`src/rtl/pb_debouncer_multi.sv`:
```
// N-channel push-button conditioner: synchroniser, exact-count debounce, press/release/long pulses.
// Optional auto-repeat pulse train is built only when PB_AUTOREPEAT_EN is defined.
module pb_debouncer_multi #(
    parameter int N_CH          = 4,
    parameter int DELAY         = 15,
    parameter int LONG_DELAY    = 1000,
    parameter int REPEAT_PERIOD = 200
) (
    input  logic            clk,
    input  logic            rst,
    input  logic [N_CH-1:0] PB,
    output logic [N_CH-1:0] PB_pressed_status,
    output logic [N_CH-1:0] PB_pressed_pulse,
    output logic [N_CH-1:0] PB_released_pulse,
    output logic [N_CH-1:0] PB_long_status,
    output logic [N_CH-1:0] PB_long_pulse,
    output logic [N_CH-1:0] PB_repeat_pulse
);
    localparam int CW = $clog2(DELAY);
    localparam int HW = $clog2(LONG_DELAY + 1);
    localparam logic [CW-1:0] CNT_LAST = CW'(DELAY - 1);
    localparam logic [HW-1:0] HOLD_MAX = HW'(LONG_DELAY);
    localparam logic [HW-1:0] HOLD_PRE = HW'(LONG_DELAY - 1);

    if (N_CH < 1 || DELAY < 2 || LONG_DELAY <= DELAY || REPEAT_PERIOD < 2) begin : g_param_check
        $error("pb_debouncer_multi: illegal parameter set");
    end

    logic [N_CH-1:0] sync_aux;
    logic [N_CH-1:0] sync;

    always_ff @(posedge clk or negedge rst) begin
        if (!rst) begin
            sync_aux <= '0;
            sync     <= '0;
        end else begin
            sync_aux <= PB;
            sync     <= sync_aux;
        end
    end

    for (genvar i = 0; i < N_CH; i++) begin : g_ch
        logic [CW-1:0] cnt;
        logic [HW-1:0] hold;
        logic          status;
        logic          pressed;
        logic          released;
        logic          long_status;
        logic          long_pulse;
        logic          rep_pulse;
        logic          accept;
        logic          long_fire;

        assign accept    = (sync[i] != status) && (cnt == CNT_LAST);
        // An accepted release on the would-be long-press edge suppresses the long event.
        assign long_fire = status && !accept && (hold == HOLD_PRE);

        always_ff @(posedge clk or negedge rst) begin
            if (!rst) begin
                cnt         <= '0;
                hold        <= '0;
                status      <= 1'b0;
                pressed     <= 1'b0;
                released    <= 1'b0;
                long_status <= 1'b0;
                long_pulse  <= 1'b0;
            end else begin
                pressed    <= accept && !status;
                released   <= accept && status;
                long_pulse <= long_fire;

                if (sync[i] == status || accept)
                    cnt <= '0;
                else
                    cnt <= cnt + 1'b1;

                if (accept)
                    status <= ~status;

                if (!status || accept) begin
                    hold        <= '0;
                    long_status <= 1'b0;
                end else if (hold != HOLD_MAX) begin
                    hold <= hold + 1'b1;
                end

                if (long_fire)
                    long_status <= 1'b1;
            end
        end

`ifdef PB_AUTOREPEAT_EN
        localparam int RW = $clog2(REPEAT_PERIOD);
        localparam logic [RW-1:0] REP_LAST = RW'(REPEAT_PERIOD - 1);
        logic [RW-1:0] rep_cnt;

        always_ff @(posedge clk or negedge rst) begin
            if (!rst) begin
                rep_cnt   <= '0;
                rep_pulse <= 1'b0;
            end else begin
                rep_pulse <= 1'b0;
                if (!status || accept) begin
                    rep_cnt <= '0;
                end else if (long_fire) begin
                    rep_pulse <= 1'b1;
                    rep_cnt   <= '0;
                end else if (long_status) begin
                    if (rep_cnt == REP_LAST) begin
                        rep_pulse <= 1'b1;
                        rep_cnt   <= '0;
                    end else begin
                        rep_cnt <= rep_cnt + 1'b1;
                    end
                end
            end
        end
`else
        assign rep_pulse = 1'b0;
`endif

        assign PB_pressed_status[i] = status;
        assign PB_pressed_pulse[i]  = pressed;
        assign PB_released_pulse[i] = released;
        assign PB_long_status[i]    = long_status;
        assign PB_long_pulse[i]     = long_pulse;
        assign PB_repeat_pulse[i]   = rep_pulse;
    end
endmodule

```
`config.mk`:
```
export PLATFORM = sky130hd
export DESIGN_NAME = pb_debouncer_multi
export DESIGN_NICKNAME = d
export VERILOG_FILES = /design/src/rtl/pb_debouncer_multi.sv
export SDC_FILE = /design/constraint.sdc
export NUM_CORES = 1
export LEC_CHECK = 0
export BUFFER_PORTS_ARGS = -buffer_cell sky130_fd_sc_hd__buf_2
export CAP_MARGIN = 20
export CORE_MARGIN = 2
export CORE_UTILIZATION = 42
export CTS_BUF_LIST = sky130_fd_sc_hd__clkbuf_8
export CTS_CLUSTER_SIZE = 30
export DETAILED_ROUTE_END_ITERATION = 16
export HOLD_SLACK_MARGIN = 0.12
export SYNTH_ARGS = -nofsm -noshare
export SYNTH_HDL_FRONTEND = slang
export SYNTH_SLANG_ARGS = --single-unit
export TNS_END_PERCENT = 30
```
`constraint.sdc`:
```
create_clock -name clk -period 3.3 [get_ports clk]
set_input_delay 0.33 -clock clk [delete_from_list [all_inputs] [get_ports clk]]
set_output_delay 0.33 -clock clk [all_outputs]
set_load 0.005 [all_outputs]
```
# ---- Yosys cells after proc, flatten, opt, wreduce, memory -nomap -nowiden
# Index checks and enable logic that the tools add are counted.
dict set report totals {
  regBits 84
  latch_bits 0
  ramBits 0
  romBits 0
  out_inout_bits 24
  word_cells 126
  mem_count 0
}
dict set report op_classes {
  addsub 8
  mul 0
  div_mod_pow 0
  magnitude_cmp 0
  n_eq_ne 20
  n_shift 0
  n_mux 20
  n_bitwise 4
  reduce_logical 44
}
# cell n
set op_table {}
lappend op_table {{$mux 10} 8}
lappend op_table {{$add 10x1->10 const B} 4}
lappend op_table {{$eq 10x10->1 const B} 4}
lappend op_table {{$ne 10x10->1 const B} 4}
lappend op_table {{$logic_and 1x1->1} 20}
lappend op_table {{$add 4x1->4 const B} 4}
lappend op_table {{$eq 4x4->1 const B} 4}
lappend op_table {{$mux 4} 4}
lappend op_table {{$reduce_bool 2->1} 8}
lappend op_table {{$logic_not 1->1} 8}
lappend op_table {{$logic_or 1x1->1} 8}
lappend op_table {{$mux 1} 8}
lappend op_table {{$eq 1x1->1} 4}
lappend op_table {{$ne 1x1->1} 4}
lappend op_table {{$not 1->1} 4}

# ---- Logic depth before layout (Yosys ltp)
# Gate-level depths: netlist of the first run.
dict set report logic_depth {
  word_depth 6
  ltp_mapped 6
  depth_no_buf 5
}

# ---- Least setup slack after synthesis of the first run
# No wires, ideal clock.
dict set report synth_timing {
  kind {reg-to-reg}
  from {register g_ch[3].cnt[0]}
  to {register g_ch[3].hold[3]}
  setup_ns 0.132
  arrival_ns 1.257
  path_slack_ns 1.911
  path_stages_with_launch 7
  path_buffers 1
  synth_period_minus_slack_ns 1.389
  cell_sequence {dfrtp_1 > inv_1 > ha_1 > nand3_1 > o21ai_1 > clkbuf_1 > nor2_1}
}
dict set report synth_between {
  elab_chain_cells 4
}
# element line_no
set synth_rtl {}
lappend synth_rtl {{from (decl)} 43} ;# logic [CW-1:0] cnt;
lappend synth_rtl {{from (signal assigned)} 75} ;# cnt <= cnt + 1'b1;
lappend synth_rtl {{$eq 4x4->1 (*)} 54} ;# assign accept = (sync[i] != status) && (cnt == CNT_LAST);
lappend synth_rtl {{$logic_and 1x1->1 (*)} 54}
lappend synth_rtl {{$logic_or 1x1->1 (*)} 80} ;# if (!status || accept) begin
lappend synth_rtl {{$mux 10 / $reduce_bool 2->1 (equally long branches)} -}
lappend synth_rtl {{to (signal assigned)} 84} ;# hold <= hold + 1'b1;
lappend synth_rtl {{to (decl)} 44} ;# logic [HW-1:0] hold;
# Mark *: on every way between the ends. The rest lies on a longest branch, timed or not.
# A chain may end at the register's enable or synchronous reset.

# ---- Final worst setup path of the first run
dict set report layout_timing {
  from {register g_ch[3].cnt[0]}
  to {register g_ch[3].hold[0]}
}
# Same word-level chain as after synthesis.

==> results.toml, run 1 <==
[synthesis]
synth_commonest_cells = "dfrtp_1, nand3_1, nor2_1"
synth_top_area_share_pct = 52.3
synthTopCellsByArea = "dfrtp_1, ha_1, buf_4, nand3_1, xor2_1"
synth_ff_type = "dfrtp_1"
synth_top_area_cell = "dfrtp_1"
avgSynthCellArea_sq_um = 10.6
ys_seq_area_share_pct = 52.3
synth_area_sq_mm = 0.00402
synth.most_common_cell = "dfrtp_1"
synthCells = 381
synth-edff-count = 0
yosys_warnings = 0
synth_cell_types = 37
async_reset_ff_share_pct = 100
synth-seq-cells = 84

[place]
dpl_cell_area_sq_mm = 0.00413
place_congestion = 0.762
port_buffers = 25
place_ws_ns = 1.50
place_hpwl_mm = 4.25

[routing]
antenna_left = 0
dr.pass1.iters = 6
drt-initial-drc-count = 101
drc_errors = 0
vias_per_cell = 5.09
wl_per_cell_microns = 12.3
totalWireLength_mm = 6.53
dr_total_vias = 2704

[clocking]
cts_buffer_depth = 2
cts.repair.resized = 0
clk_latency_ns = 0.36
htree_levels = 3
cts_made_buffers = 9
clock-root-buffer = "clkbuf_8"
cts_tree = "yes"
path_clk_slew_ns = 0.09
clock-sinks = 84

[min_path]
whs_path_depth = 0
min_path_type = "reg2reg"

[floorplan]
initial_utilization_pct = 43.3
die_y_microns = 102
placementRows = 35
fp.dieW_microns = 102
core_sq_mm = 0.00928
io_pins = 30
dieArea_sq_mm = 0.0104

[setup_path]
worst-r2r-cell-count = 5
cpPeakStageDelay_ns = 0.72
worstPathArrival_ns = 1.99
path_cells = "inv_1, ha_1, nand3_1, o21ai_1, nor3_1"
worst-setup-path-type = "reg2reg"
worstSetupEndpointType = "register"
cp-start-kind = "register"
cp.required_ns = 3.51
worst_path_max_delay_cell = "o21ai_1"
critPathMaxFanout = 12

[finish]
largestRegisters = "g_ch.hold: 40 flops, g_ch.cnt: 16 flops"
largest_reg_flops = 40
antennaDiodeCount = 0
fillers = 871
design_area_sq_mm = 0.00440
regMostFlops = "g_ch.hold"
area_growth_pct = 9.46
post_route_cells_drive_above_1_share_pct = 14.7
fin_nets = 420

[global_route]
grt_pass1_vias = 2529
grt_max_degree = 85
antenna_found_initial = 0
grtUsageTotal_pct = 13.8
grt_pass1_wl_mm = 11.2
grt.overflow.total = 0

[timing]
slew_headroom_pct = 42.5
setup_viol_count_final = 0
rsz0062_at_grt = "no"
worst_pin_slew_ns = 0.857
finalWorstSetupSlack_ns = 1.53
final.min_clock_period_ns = 1.77
fin_crit_sh_pct = 53.8
fmax_mhz = 564
setup_tns_ns = 0
hold_viol = 0
final.setup_skew_ns = 0.0170
slew_violations = 0

[power_and_ir_drop]
ir_worst_vdd_mv = 0.271
power_leakage_nw = 1.86
p_per_area_mw_per_mm2 = 421

[run]
cap_violations = 0

[status]
outcome = "completed"
-- area by class of cell --
cell class	count	area, sq um	area share, %
Tap cell	129	161	3.67
Clock inverter	5	60.1	1.36
Timing Repair Buffer	31	205	4.66
Clock buffer	10	138	3.13
Inverter	22	82.6	1.88
Multi-Input combinational cell	250	1650	37.6
Sequential cell	84	2100	47.7
-- where the power goes --
group          leakage, nW  internal, mW  switching (mW)  total, mW
sequential            1.15          1.05          0.0156       1.06
clock               0.0987         0.369           0.366      0.734
combinational        0.614        0.0241          0.0363     0.0604
total                 1.86          1.44           0.418       1.86
-- path summary, 6_finish.rpt --
kind | from | end | slack, ns
min in group asynchronous | rst | sync[2]$_DFF_PN0_ | 0.38
max in group asynchronous | rst | g_ch[1].long_pulse$_DFF_PN0_ | 2.32
setup / recovery | g_ch[3].cnt[0]$_DFF_PN0_ | g_ch[3].hold[0]$_DFFE_PN0P_ | 1.53
hold / removal | sync_aux[3]$_DFF_PN0_ | sync[3]$_DFF_PN0_ | 0.36
setup reg to reg | g_ch[3].cnt[0]$_DFF_PN0_ | g_ch[3].hold[0]$_DFFE_PN0P_ | 1.53
hold reg to reg | sync_aux[3]$_DFF_PN0_ | sync[3]$_DFF_PN0_ | 0.36
-- logic make-up after synthesis --
kind of cell | Yosys count | share of synthesized area [%]
AND/OR/NAND/NOR | 147 | 21.1
buffers and inverters | 50 | 6.90
flip-flops | 84 | 52.3
other | 1 | 0.0932
multiplexers | 10 | 2.61
XOR/XNOR | 21 | 4.57
AO/OA/AOI/OAI | 52 | 7.53
adder cells (fa/ha/maj) | 16 | 4.98
-- per-layer routing --
metal	wire length, microns	vias to the layer above	GRT usage [%]
met5	0	-	0
met4	107	0	5.85
met3	254	8	4.51
met2	3010	38	22.5
met1	3160	1316	17.0
li1	-	1342	-
-- placed cells by master, fill, tap and decap left out, drive strengths merged, types with 4 or more instances in the layout --
cell         synthesis  routed
nand3               34      34
nor3b                6       6
o21ai               12      12
nand4                8       8
dlygate4sd3          0       5
mux2i                6       6
nor2                30      30
buf                 24      26
clkbuf               4      10
inv                 22      23
o31ai               11      11
nand4b               5       5
dfrtp               84      84
or4                 12      12
xor2                16      16
a21oi               26      26
nand2b               6       6
or3                 11      11
nand2               22      22
xnor2                5       5
mux2                 4       4
conb                 1       4
nor4                 4       4
ha                  16      16
-- per-stage QoR --
step           instances  total power [mW]  util, %  hold slack, ns
6_report             531              1.86     47.4           0.358
5_1_grt              531              1.94     47.4           0.364
4_1_cts              529              1.89     47.0           0.188
3_5_place_dp         510              1.14     44.5           0.339
3_3_place_gp         510              1.13     44.5           0.334
2_1_floorplan        384              1.11        -          0.0344
-- worst max-delay path: cells and delay by family (launching register included) --
family / cells / cell delay (ns)
compound gates: 1 / 0.72
flops: 1 / 0.41
simple gates: 2 / 0.30
fa+ha+maj: 1 / 0.13
buf+inv: 1 / 0.07
-- what timing repair did --
action                                 4_1_cts  5_1_grt
endpoints found under the hold margin        4       18
hold buffers                                 4        1
buffers inserted                             0        0
No activity file was read; power rests on OpenSTA's default activity.
==> run 2: changes to the inputs <==
==> constraint.sdc (replaced) <==
create_clock -name clk -period 1.4 [get_ports clk]
set_input_delay 0.14 -clock clk [delete_from_list [all_inputs] [get_ports clk]]
set_output_delay 0.14 -clock clk [all_outputs]
set_load 0.005 [all_outputs]
==> results.toml, run 2 (synthesis gave the netlist of run 1 again) <==
[place]
place_ws_ns = 0.00128
place_hpwl_mm = 4.61
port_buffers = 25
numPlacedInstances = 531
place_congestion = 0.778

[setup_path]
worst_path_max_delay_cell = "dfrtp_1"
cp.required_ns = 1.67
worstPathArrival_ns = 1.65
critPathMaxFanout = 5
path_cells = "ha_4, nand4_1, or3_4, a21oi_2"
worstSetupEndpointType = "register"
cpPeakStageDelay_ns = 0.43
cp-start-kind = "register"
worst-setup-path-type = "reg2reg"

[clocking]
path_clk_slew_ns = 0.08
cts_tree = "yes"
htree_levels = 3
cts_made_buffers = 9
clock-sinks = 84
clk_latency_ns = 0.34
clock-root-buffer = "clkbuf_8"
cts_buffer_depth = 2

[floorplan]
io_pins = 30
fp.dieW_microns = 102
dieArea_sq_mm = 0.0104
placementRows = 35
initial_utilization_pct = 43.3
core_sq_mm = 0.00928
die_y_microns = 102

[timing]
final.min_clock_period_ns = 1.38
final.setup_skew_ns = 0.0108
rsz0062_at_grt = "yes"
slew_violations = 0
fin_crit_sh_pct = 98.4
setup_viol_count_final = 0
finalWorstSetupSlack_ns = 0.0226
fmax_mhz = 726
hold_viol = 0

[routing]
wl_met1_mm = 3.44
highest_layer = "met4"
dr_total_vias = 2773
drt-initial-drc-count = 74
drc_errors = 0
wl_per_cell_microns = 12.6
vias_per_cell = 4.96
dr.pass1.iters = 4
antenna_left = 0
totalWireLength_mm = 7.04
wl_met2_mm = 3.32
wl_met3_microns = 210

[global_route]
grtUsageTotal_pct = 14.3
grt_max_degree = 47
antenna_found_initial = 0
grt_pass1_vias = 2678
grt.overflow.total = 0
grt_pass1_wl_mm = 11.9

[power_and_ir_drop]
p_per_area_mw_per_mm2 = 909
ir_worst_vdd_mv = 0.538
power_leakage_nw = 1.98

[finish]
fin_nets = 447
largestRegisters = "g_ch.hold: 40 flops, g_ch.cnt: 16 flops"
regMostFlops = "g_ch.hold"
finalNonFillerCells = 559
largest_reg_flops = 40
layout.cells.most_common = "dfrtp_1"
fillers = 833
antennaDiodeCount = 0
post_route_cells_drive_above_1_share_pct = 26.7
final_cell_mix = "dfrtp_1, nand3_1, nor2_1"
area_growth_pct = 18.3

[min_path]
min_path_type = "in2async"

[run]
cap_violations = 0

[status]
outcome = "completed"
-- run 2: cell count changes in the layout (fill, tap and decap cells not counted), moves of 3 or more --
cell,before,now
buf_4,1,26
ha_1,16,11
dfrtp_2,0,12
nand2_1,22,19
nand3_4,0,3
dfrtp_1,84,72
nand2_2,0,3
ha_4,0,4
-- run 2: path summary, 6_finish.rpt --
path                                              from                     endpoint  slack [ns]  depth (start not counted)
setup reg to reg           g_ch[0].hold[0]$_DFFE_PN0P_  g_ch[0].hold[8]$_DFFE_PN0P_        0.02                          4
max in group asynchronous                          rst  g_ch[1].hold[0]$_DFFE_PN0P_        0.60                          3
setup / recovery           g_ch[0].hold[0]$_DFFE_PN0P_  g_ch[0].hold[8]$_DFFE_PN0P_        0.02                          4
hold reg to reg                  sync_aux[2]$_DFF_PN0_            sync[2]$_DFF_PN0_        0.35                          0
hold / removal                                     rst    g_ch[2].pressed$_DFF_PN0_        0.24                          2
min in group clk                 sync_aux[2]$_DFF_PN0_            sync[2]$_DFF_PN0_        0.35                          0
-- run 2: repair_timing --
action	CTS	global route
gates resized for setup	0	41
pin swaps	0	7
hold buffers	5	0
hold endpoints to repair	88	0
setup endpoints to repair	1	41
buffers inserted	1	6
-- run 2: metal layers --
layer	up-vias	GRT usage, %
met5	-	0
met4	0	3.69
met3	8	4.31
met2	36	22.9
met1	1334	19.1
li1	1395	-
-- run 2: per-stage QoR --
stage | cell area [sq um] | total power, mW | hold slack (ns) | utilization, % | TNS, ns
after CTS | 4550 | 4.41 | 0.224 | 49.0 | 0
after global placement | 4300 | 2.69 | 0.0552 | 46.3 | 0
after floorplan | 4030 | 2.61 | -0.156 | - | 0
after global routing | 4760 | 4.54 | 0.246 | 51.3 | -0.382
final | 4760 | 4.32 | 0.236 | 51.3 | 0
after detailed placement | 4300 | 2.69 | 0.0593 | 46.3 | 0
-- run 2: where the power goes --
group	internal (mW)	switching (mW)
combinational	0.0609	0.0892
clock	0.858	0.816
sequential	2.46	0.0364
total	3.38	0.941
-- run 2: critical path, delay by kind of cell, from the launching register on --
family | cells | cell delay (ns)
AO/OA/AOI/OAI | 1 | 0.11
adder cells (fa/ha/maj) | 1 | 0.18
flip-flops | 1 | 0.43
AND/OR/NAND/NOR | 2 | 0.58
-- run 2: area by class of cell --
cell class	instances	area, sq um	area share (%)
clock buffers	10	138	2.89
clock inverters	6	56.3	1.18
inverters	22	82.6	1.74
multi-input cells	250	1800	37.7
flip-flops and latches	84	2120	44.5
well taps	129	161	3.39
repair buffers	58	408	8.57
